==> src/rtl/seq_mul_pkg.sv <==
// Shared types and defaults for the sequential shift-add multiplier.
package seq_mul_pkg;

   typedef enum logic [1:0] {
      IDLE = 2'd0,
      CALC = 2'd1,
      DONE = 2'd2
   } seq_mul_state_t;

   localparam int unsigned SEQ_MUL_DEF_WIDTH = 16;

endpackage : seq_mul_pkg

==> src/rtl/mul_acc_step.sv <==
// One right-shift multiply step: add (or, on the final signed step, subtract)
// the partial product into the high half, then shift the accumulator right by one.
module mul_acc_step
   import seq_mul_pkg::*;
#(
   parameter int unsigned WIDTH = SEQ_MUL_DEF_WIDTH
) (
   input  logic [2*WIDTH:0] acc,
   input  logic [WIDTH-1:0] pp,
   input  logic             is_signed,
   input  logic             last,
   output logic [2*WIDTH:0] next_acc_c
);

   localparam int unsigned SUM_W = WIDTH + 2;

   logic [SUM_W-1:0] hi_ext_c;
   logic [SUM_W-1:0] pp_ext_c;
   logic [SUM_W-1:0] sum_c;

   // Sum is one bit wider than hi so the shifted-out sign stays exact.
   always_comb begin
      hi_ext_c   = '0;
      pp_ext_c   = '0;
      sum_c      = '0;
      next_acc_c = '0;
      if (is_signed) begin
         hi_ext_c = {acc[2*WIDTH], acc[2*WIDTH:WIDTH]};
         pp_ext_c = {pp[WIDTH-1], pp[WIDTH-1], pp};
      end else begin
         hi_ext_c = {2'b00, acc[2*WIDTH-1:WIDTH]};
         pp_ext_c = {2'b00, pp};
      end
      sum_c      = (is_signed && last) ? (hi_ext_c - pp_ext_c) : (hi_ext_c + pp_ext_c);
      next_acc_c = {sum_c, acc[WIDTH-1:1]};
   end

endmodule : mul_acc_step

==> src/rtl/seq_mul_engine.sv <==
// Sequential WIDTH x WIDTH -> 2*WIDTH shift-add multiplier with valid/ready handshakes.
// Define SEQ_MUL_EARLY_TERM_EN to finish as soon as the remaining multiplier bits are zero.
module seq_mul_engine
   import seq_mul_pkg::*;
#(
   parameter int unsigned WIDTH = SEQ_MUL_DEF_WIDTH
) (
   input  logic               clk,
   input  logic               rst_n,
   input  logic               in_valid,
   output logic               in_ready,
   input  logic               in_signed,
   input  logic [WIDTH-1:0]   in_mcand,
   input  logic [WIDTH-1:0]   in_mplier,
   output logic               out_valid,
   input  logic               out_ready,
   output logic [2*WIDTH-1:0] out_product,
   output logic               busy
);

   localparam int unsigned CNT_W  = $clog2(WIDTH);
   localparam int unsigned CNT1_W = CNT_W + 1;
   localparam int unsigned ACC_W  = 2*WIDTH + 1;

   seq_mul_state_t   state;
   logic [CNT_W-1:0] cnt;
   logic [WIDTH-1:0] mcand_q;
   logic [WIDTH-1:0] mplier_q;
   logic             signed_q;
   logic [ACC_W-1:0] acc;

   logic [WIDTH-1:0] pp_c;
   logic             last_c;
   logic             fin_c;
   logic [ACC_W-1:0] step_acc_c;
   logic [ACC_W-1:0] next_acc_c;

   assign pp_c   = mplier_q[cnt] ? mcand_q : '0;
   assign last_c = (cnt == CNT_W'(WIDTH - 1));

   mul_acc_step #(
      .WIDTH (WIDTH)
   ) u_step (
      .acc        (acc),
      .pp         (pp_c),
      .is_signed  (signed_q),
      .last       (last_c),
      .next_acc_c (step_acc_c)
   );

`ifdef SEQ_MUL_EARLY_TERM_EN
   logic [WIDTH-1:0]  upper_c;
   logic [CNT1_W-1:0] rem_c;

   // Skipped steps would add zero, so an arithmetic shift by the remaining count is equivalent.
   always_comb begin
      upper_c    = mplier_q >> (CNT1_W'(cnt) + CNT1_W'(1));
      rem_c      = CNT1_W'(WIDTH - 1) - CNT1_W'(cnt);
      fin_c      = last_c | (upper_c == '0);
      next_acc_c = ACC_W'($signed(step_acc_c) >>> rem_c);
   end
`else
   assign fin_c      = last_c;
   assign next_acc_c = step_acc_c;
`endif

   // Control FSM, operand capture and registered handshake outputs.
   always_ff @(posedge clk or negedge rst_n) begin
      if (!rst_n) begin
         state       <= IDLE;
         in_ready    <= 1'b1;
         out_valid   <= 1'b0;
         busy        <= 1'b0;
         out_product <= '0;
         cnt         <= '0;
         acc         <= '0;
         mcand_q     <= '0;
         mplier_q    <= '0;
         signed_q    <= 1'b0;
      end else begin
         unique case (state)
            IDLE: begin
               if (in_valid) begin
                  mcand_q  <= in_mcand;
                  mplier_q <= in_mplier;
                  signed_q <= in_signed;
                  acc      <= '0;
                  cnt      <= '0;
                  in_ready <= 1'b0;
                  busy     <= 1'b1;
                  state    <= CALC;
               end
            end
            CALC: begin
               acc <= next_acc_c;
               cnt <= cnt + CNT_W'(1);
               if (fin_c) begin
                  out_product <= next_acc_c[2*WIDTH-1:0];
                  out_valid   <= 1'b1;
                  state       <= DONE;
               end
            end
            DONE: begin
               if (out_ready) begin
                  out_valid <= 1'b0;
                  in_ready  <= 1'b1;
                  busy      <= 1'b0;
                  state     <= IDLE;
               end
            end
            default: begin
               state <= IDLE;
            end
         endcase
      end
   end

endmodule : seq_mul_engine

==> config.mk <==
export PLATFORM = sky130hd
export DESIGN_NAME = seq_mul_engine
export DESIGN_NICKNAME = d
export VERILOG_FILES = /design/src/rtl/seq_mul_pkg.sv /design/src/rtl/mul_acc_step.sv /design/src/rtl/seq_mul_engine.sv
export SDC_FILE = /design/constraint.sdc
export NUM_CORES = 1
export LEC_CHECK = 0
export ABC_AREA = 1
export CORE_UTILIZATION = 65
export DETAILED_ROUTE_END_ITERATION = 7
export DONT_BUFFER_PORTS = 1
export GPL_TIMING_DRIVEN = 0
export HOLD_SLACK_MARGIN = 0.1
export PLACE_DENSITY = 0.82
export SYNTH_ARGS = -nofsm -noshare
export SYNTH_HDL_FRONTEND = slang
export SYNTH_HIERARCHICAL = 1
export SYNTH_SLANG_ARGS = --single-unit
==> constraint.sdc <==
create_clock -name clk -period 6 [get_ports clk]
set_input_delay 0.6 -clock clk [delete_from_list [all_inputs] [get_ports clk]]
set_output_delay 0.6 -clock clk [all_outputs]
set_load 0.03 [all_outputs]
======== Word level (Yosys, flattened, before mapping) ========
Cells that the tools add are included.
word-level totals
  flip-flop bits (word level) ............. 107
  logic and storage cells ................. 53
  output and inout bits ................... 35
  bits of input ports ..................... 37
operators by class
  mux-type cells .......................... 22
  magnitude comparators ................... 1
  reduce and logical (&&, ||, !) cells .... 11
  eq/ne operators ......................... 6
  $add $sub $neg .......................... 3
operator list
  cell                   number
  $pmux W33 S2           1
  $mux W18               3
  $mux W33               1
  $add A18 B18 Y18       1
  $sub A18 B18 Y18       1
  $mux W16               1
  $reduce_and A3 Y1      3
  $pmux W4 S2            1
  $mux W1                6
  $mux W2                3
  $pmux W1 S2            3
  $pmux W2 S3            1
  $reduce_and A2 Y1      3
  $reduce_bool A2 Y1     3
  $lt A4 B5 Y1 const B   1
  $add A4 B1 Y4 const B  1
  $bmux W1 S4            1
  $eq A4 B4 Y1 const B   1
  $mux W4                1
  $ne A2 B2 Y1 const B   2
  $eq A2 B1 Y1 const B   1
  $eq A2 B2 Y1 const B   1
  $logic_not A2 Y1       1
  $ne A2 B1 Y1 const B   1
  $logic_and A1 B1 Y1    1

======== Longest topological paths before layout ========
  depth after elaboration ................. 7
  gate-level depth with buffers ........... 28
  mapped depth without buffers ............ 28

======== Cells and area by module ========
Netlist, hierarchy kept.
modules (own cells, without submodules)
  module          sequential area each (µm²)  area an instance (µm²)  times used  cells each
  seq_mul_engine  2,678.8                     4,436.8                 1           514
  mul_acc_step    0.0                         1,515.2                 1           257

======== Worst setup path before layout ========
OpenSTA, ideal clock, no wires.
  path kind ............................... reg-to-reg
  from .................................... register cnt[0]
  to ...................................... register acc[32]
  setup time .............................. 0.066 ns
  clock period less this slack ............ 3.057 ns
  slack ................................... 2.943 ns
  cell stages (with the launch flop) ...... 27
  path buffers ............................ 1
  data arrival time ....................... 2.992 ns
  data required time ...................... 5.934 ns
  path through ............................ dfrtp_1 -> buf_6 -> nand2_1 -> nand2_1 -> a21oi_1 -> nor2_2 -> nand2_2 -> a21oi_1 -> inv_1 -> ha_1 -> nand3_1 -> o21ai_4 -> nand2_4 -> nor2_8 -> o211ai_1 -> nand2_1 -> inv_1 -> ha_1 -> inv_1 -> o21bai_1 -> a21oi_1 -> nand2_1 -> a21oi_1 -> nand3_1 -> nand2_1 -> nand2_1 -> nand2_1
between the ends
  longest elaborated chain between the ends .. 7
  elaborated cells between the ends (all ways) .. 10
  classes of those cells .................. add/sub (2); eq/ne (1); mux (6); reduce/logical (1)
RTL lines
  item                                                  RTL line              RTL
  start: declaration                                    seq_mul_engine.sv:26  logic [CNT_W-1:0] cnt;
  start signal: assignment                              seq_mul_engine.sv:96  cnt <= cnt + CNT_W'(1);
  $bmux W1 S4 (*)                                       seq_mul_engine.sv:38  assign pp_c = mplier_q[cnt] ? mcand_q : '0;
  $mux W1 (not written as such) (*)                     seq_mul_engine.sv:38
  $mux W16 (*)                                          seq_mul_engine.sv:38
  net pp_c[0]                                           seq_mul_engine.sv:32  logic [WIDTH-1:0] pp_c;
  $mux W18 (*)                                          mul_acc_step.sv:27    if (is_signed) begin
  $add A18 B18 Y18 or $sub A18 B18 Y18 (tied branches)  mul_acc_step.sv:34    sum_c = (is_signed && last) ? (hi_ext_c - pp_ext_c) : (hi_ext_c + pp_ext_c);
  $mux W18 (*)                                          mul_acc_step.sv:34
  net next_acc_c[32]                                    seq_mul_engine.sv:36  logic [ACC_W-1:0] next_acc_c;
  $pmux W33 S2 (*)                                      seq_mul_engine.sv:81  unique case (state)
  end signal: assignment                                seq_mul_engine.sv:95  acc <= next_acc_c;
  end: declaration                                      seq_mul_engine.sv:30  logic [ACC_W-1:0] acc;
Mark *: on every way through the listed nets, which the timed path passes. The rest lies on a longest branch. The select of a mux whose other input is x is not followed.
A chain may end at the register's enable or synchronous reset.

======== Worst setup path after layout ========
  from .................................... register cnt[0]
  to ...................................... register acc[28]
The elaborated chain is that of the path after synthesis.

==> flow_metrics.py <==
metrics = {
    "status": {
        "outcome": "completed",
    },
    "synthesis": {
        "synth_area_um2": 5910,
        "yosys_warnings": 6,
        "syn_inst": 767,
        "syn_avg_cell_area_um2": 7.71,
        "synth_fp_nets": 824,
    },
    "drt": {
        "drcViolationCount": 0,
        "antenna_left": 0,
        "routed_wire_length_per_instance_um": 14.8,
        "routed_wl_mm": 13.2,
        "viasPerCell": 5.44,
        "first_pass_iters": 5,
        "num_vias": 4849,
        "drtIter0Drc": 238,
    },
    "clock_network": {
        "cts.htree.levels": 3,
        "clk_latency_ns": 0.38,
        "cts_buffer_depth": 2,
        "clockRootBuffer": "clkbuf_8",
        "cts_setup_buffers": 0,
        "numCtsBuffers": 9,
        "tritoncts": "yes",
        "path_clk_slew_ns": 0.11,
        "clock_sinks": 106,
    },
    "floorplanning": {
        "io-pin-count": 72,
        "dieArea_um2": 9480,
        "start_util": 0.675,
        "die_w_um": 97.4,
        "die_y_um": 97.4,
        "num_rows": 34,
        "core_um2": 8760,
    },
    "timing": {
        "fin_setup_tns_ns": 0,
        "rsz0062_at_grt": "false",
        "slew_headroom": 0.534,
        "fin_skew_ns": 0.0133,
        "max_freq_mhz": 262,
        "fin_crit_sh": 0.636,
        "hold_viol": 0,
        "worst_slew_pin_slew_ns": 0.699,
        "fin_crit_ns": 3.82,
        "final-setup-viol-count": 0,
        "maxSlewViolCount": 0,
    },
    "setup_path": {
        "end_kind": "flop",
        "critPathMaxFanout": 7,
        "cp-start-kind": "flop",
        "critPathArrivalTime_ns": 4.14,
        "crit_type": "reg -> reg",
        "crit_required_ns": 6.32,
        "r2r.worst_path.cells": 22,
    },
    "global_route": {
        "antenna_found_initial": 0,
        "grt_max_degree": 107,
        "grt_pass1_vias": 4795,
        "grt_overflow": 0,
        "grt_pass1_wl_mm": 22.6,
        "grt_usage": 0.297,
    },
    "placement": {
        "place_hpwl_mm": 9.86,
        "dpl_cell_area_um2": 6050,
        "routabilityCongestion": 0.888,
        "numPortBuffers": 0,
    },
    "finish": {
        "num-nets-final": 836,
        "finalInstanceArea_um2": 6270,
        "areaGrowthSynthToFinish_pct": 5.99,
        "antenna_cells": 0,
        "drive_gt1_frac": 0.110,
    },
    "min_path": {
        "min_path_type": "in -> async",
    },
    "job": {
        "cap_violations": 0,
    },
}
==> flip-flops by register name, summed over array words and instances (netlist names) <==
signal,flops
cnt,4
out_product,32
busy,1
out_valid,1
in_ready,1
mplier_q,16
signed_q,1
acc,32
mcand_q,16
state,2
==> per-layer routing <==
layer / up-vias / routed length (µm) / track usage
li1: 2431 / - / -
met1: 2296 / 5930 / 0.390
met2: 108 / 6640 / 0.514
met3: 14 / 461 / 0.0525
met4: 0 / 134 / 0.0713
met5: - / 0 / 0
==> timing repair <==
action | 4_1_cts | 5_1_grt
endpoints found under the hold margin | 106 | 0
hold buffers | 1 | 0
resized for setup | 0 | 0
==> cell type report <==
cell class | instances | area (µm²)
sequential | 106 | 2650
timing repair buffer | 1 | 27.5
fill | 723 | 2490
tap | 108 | 135
buffer | 42 | 259
multi-input combinational | 548 | 2740
inverter | 71 | 267
clock buffer | 9 | 124
clock inverter | 7 | 67.6
==> metrics by stage <==
step / setup WS [ns] / util / std cells / hold slack (ns)
after global routing: 1.78 / 0.715 / 892 / 0.166
after detailed placement: 2.30 / 0.690 / 875 / 0.307
after global placement: 2.33 / 0.690 / 875 / 0.306
final: 2.18 / 0.715 / 892 / 0.131
after floorplan: 2.94 / - / 767 / 0.304
after CTS: 2.25 / 0.715 / 892 / 0.165
==> final timing paths <==
check / from / to / slack [ns]
worst min-delay path: rst_n / mplier_q[5]$_DFFE_PN0P_ / 0.13
max in group asynchronous: rst_n / out_product[22]$_DFFE_PN0P_ / 5.44
min in group clk: out_ready / state[1]$_DFFE_PN0P_ / 0.31
worst max-delay path: cnt[0]$_DFFE_PN0P_ / acc[28]$_DFFE_PN0P_ / 2.18
worst min register to register: state[0]$_DFFE_PN0P_ / state[1]$_DFFE_PN0P_ / 0.47
worst max register to register: cnt[0]$_DFFE_PN0P_ / acc[28]$_DFFE_PN0P_ / 2.18
==> critical path, stage by stage, from the launching register on <==
cell and delay (ns):
dfrtp_1 0.47, inv_1 0.19, nand2_1 0.07, nand3_1 0.08
nand2_1 0.06, nor2_2 0.10, nand2_2 0.13, a21oi_1 0.32
inv_1 0.11, ha_1 0.25, nand3_1 0.14, o21ai_4 0.08
nand2_1 0.08, xnor2_1 0.15, ha_1 0.33, nand2_1 0.15
inv_1 0.05, a21oi_1 0.15, nand3_1 0.22, a21oi_1 0.27
xnor2_1 0.20, nand2_1 0.08, nand2_1 0.09
==> cell usage in the layout (no fill, tap or decap), drive strengths merged <==
master and n:
and2 2, dfstp 1, o21ai 47, nand2 308, nor3 2, a31oi 1
nor2 34, xor2 16, o21bai 3, o211ai 1, fa 1, inv 75
buf 33, dfrtp 105, nand3 61, and3 1, nand4 3, clkbuf 19
xnor2 6, o22ai 1, a21oi 36, clkinv 3, a21o 2, o31ai 1
ha 19, or2 3
Power is not shown: default switching activity piles up to over one toggle a cycle in this logic, so the estimate is an artifact.
